`config.mk`:
```
export PLATFORM = sky130hd
export DESIGN_NAME = gpu_blitter
export DESIGN_NICKNAME = d
export VERILOG_FILES = /design/src/rtl/gpu_blitter.sv
export SDC_FILE = /design/constraint.sdc
export NUM_CORES = 2
export LEC_CHECK = 0
export ABC_AREA = 0
export BUFFER_PORTS_ARGS = -buffer_cell sky130_fd_sc_hd__buf_2
export CORE_MARGIN = 2
export CORE_UTILIZATION = 39
export DETAILED_ROUTE_END_ITERATION = 10
export HOLD_SLACK_MARGIN = 0.15
export PLACE_DENSITY = 0.6
export SETUP_SLACK_MARGIN = 0.5
export SLEW_MARGIN = 20
export SYNTH_ARGS = -nofsm -noshare
export SYNTH_HDL_FRONTEND = slang
export SYNTH_SLANG_ARGS = --single-unit
export TNS_END_PERCENT = 1
```
`constraint.sdc`:
```
create_clock -name clk -period 18.6 [get_ports clk]
set_input_delay 0 -clock clk [delete_from_list [all_inputs] [get_ports clk]]
set_output_delay 0 -clock clk [all_outputs]
set_load 0.005 [all_outputs]
```
`src/rtl/gpu_blitter.sv`:
```
// gpu_blitter: copies a rectangular excerpt of a 16-bit image from memory
// into the framebuffer (with optional mirroring and colour-key transparency),
// or fills a rectangle with a solid colour. Off-screen pixels are still
// walked, but they are never written.
module gpu_blitter #(
    parameter int FB_WIDTH  = 400,
    parameter int FB_HEIGHT = 240,
    parameter int CW        = $clog2(FB_WIDTH > FB_HEIGHT ? FB_WIDTH : FB_HEIGHT) + 2
) (
    input  logic                         clk,
    input  logic                         reset,
    input  logic [15:0]                  mem_data,
    input  logic                         mem_valid,
    output logic [31:0]                  mem_addr,
    output logic                         mem_read,
    input  logic [31:0]                  ctrl_address,
    input  logic [15:0]                  ctrl_address_x,
    input  logic [15:0]                  ctrl_address_y,
    input  logic [15:0]                  ctrl_image_width,
    input  logic [CW-1:0]                ctrl_width,
    input  logic [CW-1:0]                ctrl_height,
    input  logic [CW-1:0]                ctrl_x,
    input  logic [CW-1:0]                ctrl_y,
    input  logic                         ctrl_flip_x,
    input  logic                         ctrl_flip_y,
    input  logic [15:0]                  ctrl_fill_color,
    input  logic                         ctrl_draw,
    input  logic                         ctrl_fill,
    output logic                         ctrl_busy,
    output logic [$clog2(FB_WIDTH):0]    fb_x,
    output logic [$clog2(FB_HEIGHT):0]   fb_y,
    output logic [15:0]                  fb_color,
    output logic                         fb_write
);

    localparam int XW = $clog2(FB_WIDTH) + 1;
    localparam int YW = $clog2(FB_HEIGHT) + 1;

    typedef enum logic [1:0] {IDLE, DRAW, FILL, DONE} state_t;

    state_t        state;
    logic          draw_prev;
    logic          fill_prev;
    logic          armed;

    logic [31:0]   lat_address;
    logic [15:0]   lat_off_x;
    logic [15:0]   lat_off_y;
    logic [15:0]   lat_stride;
    logic [CW-1:0] lat_w;
    logic [CW-1:0] lat_h;
    logic [CW-1:0] lat_x;
    logic [CW-1:0] lat_y;
    logic          lat_flip_x;
    logic          lat_flip_y;
    logic [15:0]   lat_color;

    logic [CW-1:0] px;
    logic [CW-1:0] py;

    logic          draw_edge;
    logic          fill_edge;
    logic          last_px;
    logic          last_pix;
    logic [CW-1:0] nxt_px;
    logic [CW-1:0] nxt_py;
    logic [CW-1:0] scr_x;
    logic [CW-1:0] scr_y;
    logic          visible;

    // Byte address of a source pixel; the mirrored coordinate is taken
    // relative to the excerpt, and everything wraps modulo 2^32.
    function automatic logic [31:0] calc_addr(
        input logic [31:0]   base,
        input logic [15:0]   off_x,
        input logic [15:0]   off_y,
        input logic [15:0]   stride,
        input logic [CW-1:0] w,
        input logic [CW-1:0] h,
        input logic          fx,
        input logic          fy,
        input logic [CW-1:0] cx,
        input logic [CW-1:0] cy
    );
        logic [31:0] src_x;
        logic [31:0] src_y;
        src_x = fx ? (32'(w) - 32'd1 - 32'(cx)) : 32'(cx);
        src_y = fy ? (32'(h) - 32'd1 - 32'(cy)) : 32'(cy);
        return base + 32'd2 * ((32'(off_x) + src_x) + (32'(off_y) + src_y) * 32'(stride));
    endfunction

    // Edge detection, scan-position bookkeeping and screen-space clipping.
    // The armed flag keeps a request that was held high through reset from
    // being mistaken for a fresh edge once reset is released.
    always_comb begin
        draw_edge = ctrl_draw & ~draw_prev & armed;
        fill_edge = ctrl_fill & ~fill_prev & armed;
        last_px   = (px == lat_w - CW'(1));
        last_pix  = last_px && (py == lat_h - CW'(1));
        nxt_px    = last_px ? '0 : px + CW'(1);
        nxt_py    = last_px ? py + CW'(1) : py;
        scr_x     = lat_x + px;
        scr_y     = lat_y + py;
        visible   = !scr_x[CW-1] && (scr_x < CW'(FB_WIDTH)) &&
                    !scr_y[CW-1] && (scr_y < CW'(FB_HEIGHT));
    end

    // Command sequencer: accepts one command from IDLE, walks its pixels,
    // and produces registered memory-request and framebuffer-write outputs.
    always_ff @(posedge clk) begin
        if (reset) begin
            state       <= IDLE;
            draw_prev   <= 1'b0;
            fill_prev   <= 1'b0;
            armed       <= 1'b0;
            lat_address <= '0;
            lat_off_x   <= '0;
            lat_off_y   <= '0;
            lat_stride  <= '0;
            lat_w       <= '0;
            lat_h       <= '0;
            lat_x       <= '0;
            lat_y       <= '0;
            lat_flip_x  <= 1'b0;
            lat_flip_y  <= 1'b0;
            lat_color   <= '0;
            px          <= '0;
            py          <= '0;
            mem_read    <= 1'b0;
            mem_addr    <= '0;
            ctrl_busy   <= 1'b0;
            fb_write    <= 1'b0;
            fb_x        <= '0;
            fb_y        <= '0;
            fb_color    <= '0;
        end else begin
            draw_prev <= ctrl_draw;
            fill_prev <= ctrl_fill;
            armed     <= 1'b1;
            fb_write  <= 1'b0;
            case (state)
                IDLE: begin
                    if (draw_edge || fill_edge) begin
                        lat_address <= ctrl_address;
                        lat_off_x   <= ctrl_address_x;
                        lat_off_y   <= ctrl_address_y;
                        lat_stride  <= ctrl_image_width;
                        lat_w       <= ctrl_width;
                        lat_h       <= ctrl_height;
                        lat_x       <= ctrl_x;
                        lat_y       <= ctrl_y;
                        lat_flip_x  <= ctrl_flip_x;
                        lat_flip_y  <= ctrl_flip_y;
                        lat_color   <= ctrl_fill_color;
                        px          <= '0;
                        py          <= '0;
                        ctrl_busy   <= 1'b1;
                        if (ctrl_width == '0 || ctrl_height == '0) begin
                            state <= DONE;
                        end else if (draw_edge) begin
                            state    <= DRAW;
                            mem_read <= 1'b1;
                            mem_addr <= calc_addr(ctrl_address, ctrl_address_x, ctrl_address_y,
                                                  ctrl_image_width, ctrl_width, ctrl_height,
                                                  ctrl_flip_x, ctrl_flip_y, '0, '0);
                        end else begin
                            state <= FILL;
                        end
                    end
                end
                DRAW: begin
                    if (mem_valid) begin
                        if (visible && mem_data[0]) begin
                            fb_write <= 1'b1;
                            fb_x     <= scr_x[XW-1:0];
                            fb_y     <= scr_y[YW-1:0];
                            fb_color <= mem_data;
                        end
                        if (last_pix) begin
                            state    <= DONE;
                            mem_read <= 1'b0;
                            mem_addr <= '0;
                        end else begin
                            px       <= nxt_px;
                            py       <= nxt_py;
                            mem_addr <= calc_addr(lat_address, lat_off_x, lat_off_y, lat_stride,
                                                  lat_w, lat_h, lat_flip_x, lat_flip_y,
                                                  nxt_px, nxt_py);
                        end
                    end
                end
                FILL: begin
                    if (visible) begin
                        fb_write <= 1'b1;
                        fb_x     <= scr_x[XW-1:0];
                        fb_y     <= scr_y[YW-1:0];
                        fb_color <= lat_color;
                    end
                    if (last_pix) begin
                        state <= DONE;
                    end else begin
                        px <= nxt_px;
                        py <= nxt_py;
                    end
                end
                DONE: begin
                    state     <= IDLE;
                    ctrl_busy <= 1'b0;
                    px        <= '0;
                    py        <= '0;
                end
                default: begin
                    state <= IDLE;
                end
            endcase
        end
    end

endmodule

```
* After elaboration in Yosys (flattened, before gate mapping)
Cells that the tools add are included.
Storage, ports and cells: bits in read-only memories 0, memories kept 0, bits in writable memories 0, input bits 163, register bits after elaboration 239, output and inout bits 70, bits in latches 0, logic and storage cells 137
Cells by class: reduce and logical (&&, ||, !) cells 21, equality and inequality tests 12, muxes and demuxes 50, $add $sub $neg 20, div/mod/pow operators 0, order comparisons 2, bitwise logic cells 6, multiply operators 2, shifts and indexed selects 0
Operators by type and width (count):
- two-way mux 32 bit | 7
- one-hot mux 11 bit (4 select lines) | 2
- two-way mux 11 bit | 7
- adder 16 x 32 -> 32 bit | 2
- adder 32 bit | 2
- multiplier 32 x 16 -> 31 bit | 2
- one-hot mux 32 bit (2 select lines) | 1
- adder 16 x 31 -> 31 bit | 2
- adder 31 bit | 2
- two-way mux 31 bit | 2
- two-way mux 16 bit | 3
- subtractor 11 x 1 -> 12 bit, second input constant | 4
- one-hot mux 16 bit (2 select lines) | 1
- two-way mux 10 bit | 3
- two-way mux 9 bit | 3
- subtractor 12 x 12 -> 13 bit | 2
- adder 11 x 1 -> 11 bit, second input constant | 2
- adder 11 bit | 2
- equality test 11 bit | 2
- logical NOT 11 bit | 2
- subtractor 11 x 1 -> 11 bit, second input constant | 2
- one-hot mux 10 bit (2 select lines) | 1
- one-hot mux 9 bit (2 select lines) | 1
- != test 2 bit, second input constant | 7
- 19 further kinds | 49

* Logic depth before layout (Yosys ltp)
word-level depth 12, depth in mapped cells 64, gate-level depth less buffers 64

* Least setup slack after synthesis
No wires, ideal clock.
path type reg2reg, from reg lat_w[0], to reg mem_addr[28], cell stages (with the launch flop) 55, path buffers 3, data arrival time 13.158 ns, clock period less this slack 13.277 ns, data required time 18.481 ns, slack 5.323 ns, library setup time 0.119 ns, cells stage by stage dfxtp_1 > inv_1 > ha_1 > or3b_1 > or3_1 > or3_1 > xnor2_1 > xor2_1 > nor3_1 > nand2_1 > nor2_1 > nand2_1 > xor2_1 > ha_1 > o21a_1 > nor2_1 > a31oi_1 > a31o_2 > (+19 left out) > fa_1 > inv_1 > ha_1 > or2_2 > a21oi_1 > a21oi_1 > a21o_1 > a21oi_1 > xnor2_1 > ha_1 > and3_1 > a221oi_1 > a21boi_0 > a21boi_0 > o21a_1 > or3_1 > a31oi_1 > a21oi_1
On the way: cells in the longest elaborated chain, start to end 12, elaborated cells on any way between the ends 18, those cells by class add/sub (8); mul (1); eq/ne (1); mux (7); reduce/logical (1)
RTL lines:
- start: declaration | RTL line 50 | logic [CW-1:0] lat_w;
- start signal: assignment | RTL line 148 | lat_w <= ctrl_width;
- subtractor 11 x 1 -> 11 bit | RTL line 98 | last_px = (px == lat_w - CW'(1));
- equality test 11 bit | RTL line 98
- two-way mux 11 bit | RTL line 101 | nxt_py = last_px ? py + CW'(1) : py;
- subtractor 12 x 12 -> 13 bit | RTL line 88 | src_y = fy ? (32'(h) - 32'd1 - 32'(cy)) : 32'(cy);
- two-way mux 32 bit | RTL line 88
- adder 16 x 32 -> 32 bit | RTL line 89 | return base + 32'd2 * ((32'(off_x) + src_x) + (32'(off_y) + src_y) * 32'(stride));
- multiplier 32 x 16 -> 31 bit | RTL line 89
- adder 31 bit | RTL line 89
- adder 32 bit | RTL line 89
- two-way mux 32 bit (*) | RTL line 179 | if (last_pix) begin
- two-way mux 32 bit (*) | RTL line 172 | if (mem_valid) begin
- one-hot mux 32 bit (2 select lines) (*) | RTL line 141 | case (state)
- end signal: assignment | RTL line 163 | mem_addr <= calc_addr(ctrl_address, ctrl_address_x, ctrl_address_y,
- end signal: assignment | RTL line 186 | mem_addr <= calc_addr(lat_address, lat_off_x, lat_off_y, lat_stride,
- end: declaration | RTL line 14 | output logic [31:0] mem_addr,
Every way passes the cells marked *; elsewhere a longest branch is shown, timed or not. The select of a mux whose other input is x is not followed. A chain may end at the register's enable or synchronous reset.

* Worst setup path in the final report
Same ends and word-level chain as after synthesis.

==> results.cfg <==
[logic_synthesis]
synth_warnings = 0
syn_area_per_cell_sq_um = 8.24
yosys-top-cells-area = fa_1 33%, dfxtp_1 12%, ha_1 9.3%, inv_1 8.6%, nand2_1 7.2%
syn-cell-area_sq_um = 41300
synth-async-reset-ratio_pct = 0
netlist_instances = 5012
synth_mux_area_share_pct = 0.590
synth-simple-area-share_pct = 17.4
synth_edf_count = 0
synthAdderAreaFrac_pct = 42.1
synth_top_area_cell = fa_1
synth_compound_area_share_pct = 11.3
ys.flop_type = dfxtp_1
synth_cell_types = 82
seq_area_frac_synth_pct = 11.6
syn-num-nets = 6159
synth_top_family_by_area = adder cells
ys_ff_latch = 239
synth_top_area_share_pct = 32.8
synth_xor_area_share_pct = 6.29

[sta]
finClkSkew_ns = 0.0228
slew_viol_final = 0
setup_viol = 0
max_freq_ghz = 0.0651
rsz0062_at_grt = false
post-route-period-util_pct = 82.6
finalHoldViolCount = 0
post-route-min-period_ns = 15.37
tightest_slew_ns = 1.07
worst_slack_ns = 3.23
tns_ns = 0
holdWs_ns = 0.177
slew_headroom_pct = 28.3

[global_route]
grt_max_degree = 95
grt_pass1_wl_um = 198000
gr-total-overflow = 0
grt.total_usage_pct = 23.5
antenna_found_initial = 5
grt_pass1_vias = 34900

[floorplanning]
chipWidth_um = 329
die_height_um = 329
core_sq_um = 105000
io_pins = 233
die_area_sq_um = 109000
start_util_pct = 39.3
rows = 119

[finish]
drive_gt1_share_pct = 7.18
fill_cells = 10500
area_growth_pct = 13.1
diodes = 0
nets = 6433
fin_area_sq_um = 46700

[placed_design]
dpl.hpwl_um = 101000
dpl_worst_slack_ns = 3.43
dpl-instance-area_sq_um = 43900
gp_congestion = 0.885
port_buffers = 232

[routing]
wl_met1_um = 55700
drt-pass1-iter-count = 5
detail_route.iter0.violations = 2420
via_count = 34700
finalWirelength_um = 128000
vias_per_cell = 5.18
wl_met3_um = 7320
drc = 0
avgRoutedWirePerCell_um = 19.0
highest_layer = met5
wl_met2_um = 60300
ant_nets = 0

[clock_network]
post_cts_buffers = 0
cts-root-buf = clkbuf_16
numCtsBuffers = 27
path_clk_slew_ns = 0.07
clockBufferDepth = 3
cts_tree = yes
clock_latency_ns = 0.60
h-tree-depth = 1
cts_sinks = 239
ctsResizeCount = 0

[critical_path]
startpoint_type = register
slowest_delay_ns = 0.70
crit_path_max_fanout = 18
crit_required_ns = 19.07
critPathSlowestCell = xnor2_1
worstPathArrival_ns = 15.84
worstSetupEndpointType = register
criticalPathCategory = register to register

[run_status]
status = completed

[min_path]
hold_class = primary input to register

[flow_run]
maxCapViolations = 0
-- metal layers --
| metal | GRT usage, % | up-vias |
|---|---|---|
| met5 | 0 | - |
| met4 | 7.45 | 4 |
| met1 | 32.3 | 17400 |
| met2 | 38.9 | 992 |
| li1 | - | 16100 |
| met3 | 2.31 | 197 |
-- final timing paths --
path	start	to	slack, ns	cells past startpoint
worst min register to register	lat_color[9]	lat_color[9]	0.45	2
worst min-delay path	ctrl_fill_color[14]	lat_color[14]	0.18	4
worst max-delay path	lat_w[0]	mem_addr[28]	3.23	59
worst max register to register	lat_w[0]	mem_addr[28]	3.23	59
-- through the flow --
stage | utilization (%) | std cells
detailed placement | 41.8 | 6460
floorplan | - | 5012
finish | 44.5 | 6698
global placement | 41.8 | 6460
CTS | 44.5 | 6698
global route | 44.5 | 6698
-- cell usage in the layout (no fill, tap or decap), drive strengths merged, types with 13 or more instances in the layout --
| cell type | instances |
|---|---|
| dlygate4sd3 | 188 |
| and2 | 282 |
| nand2 | 797 |
| nand3 | 40 |
| nand2b | 29 |
| fa | 676 |
| a31oi | 35 |
| a21boi | 20 |
| o21bai | 27 |
| a21o | 59 |
| o21ai | 130 |
| inv | 949 |
| nand4 | 19 |
| a211oi | 30 |
| clkbuf | 35 |
| o21a | 23 |
| xor2 | 87 |
| nor2b | 46 |
| xnor2 | 195 |
| and3 | 41 |
| nor3 | 37 |
| buf | 290 |
| a21oi | 329 |
| nor2 | 175 |
| nor4 | 13 |
| nor3b | 13 |
| ha | 308 |
| or3 | 21 |
| dfxtp | 239 |
| o31ai | 16 |
| mux2i | 21 |
-- synthesized netlist by cell type (all sizes together), types with 20 or more instances --
cell,count
ha,308
a21o,59
o21a,23
a31oi,35
dfxtp,239
a21boi,20
nor2,175
nand2,797
and3,41
nand3,40
nor2b,46
or3,21
inv,945
o21bai,27
xnor2,195
a21oi,329
a211oi,30
mux2i,21
nand2b,29
clkbuf,224
o21ai,130
fa,676
nor3,37
xor2,87
and2,282
-- critical path, delay by kind of cell, from the launching register on --
kind	cells	cell delay (ns)
compound gates	26	5.25
fa+ha+maj	11	4.58
simple gates	11	3.07
xor+xnor	4	1.22
buf+inv	7	0.71
flops	1	0.38
-- area by class of cell --
type | count | area, sq um | area share, %
Inverter | 945 | 3550 | 7.59
Sequential cell | 239 | 4780 | 10.2
Multi-Input combinational cell | 3595 | 32200 | 69.0
Clock inverter | 15 | 210 | 0.450
Tap cell | 1391 | 1740 | 3.72
Timing Repair Buffer | 478 | 3480 | 7.45
Clock buffer | 35 | 746 | 1.60
-- state kept, by name (all words and copies together), names as in the netlist, 2 cells and up --
signal / cells
lat_address: 32
mem_addr: 32
fb_color: 16
lat_color: 16
lat_off_x: 16
lat_off_y: 16
lat_stride: 16
lat_h: 11
lat_w: 11
lat_x: 11
lat_y: 11
px: 11
py: 11
fb_x: 10
fb_y: 9
state: 2
-- cells by family (layout without fill, tap and decap cells) --
family | Yosys count | count (layout)
AND/OR/NAND/NOR | 1537 | 1537
multiplexers | 24 | 24
XOR/XNOR | 287 | 287
flip-flops | 239 | 239
buffers and inverters | 1178 | 1473
AO/OA/AOI/OAI | 762 | 762
adder cells (fa/ha/maj) | 985 | 985
-- timing repair --
action	CTS	global route
endpoints found under the setup margin	0	0
hold buffers	188	0
endpoints found under the hold margin	201	0
Power is not shown: default switching activity piles up to over one toggle a cycle in this logic, so the estimate is an artifact.
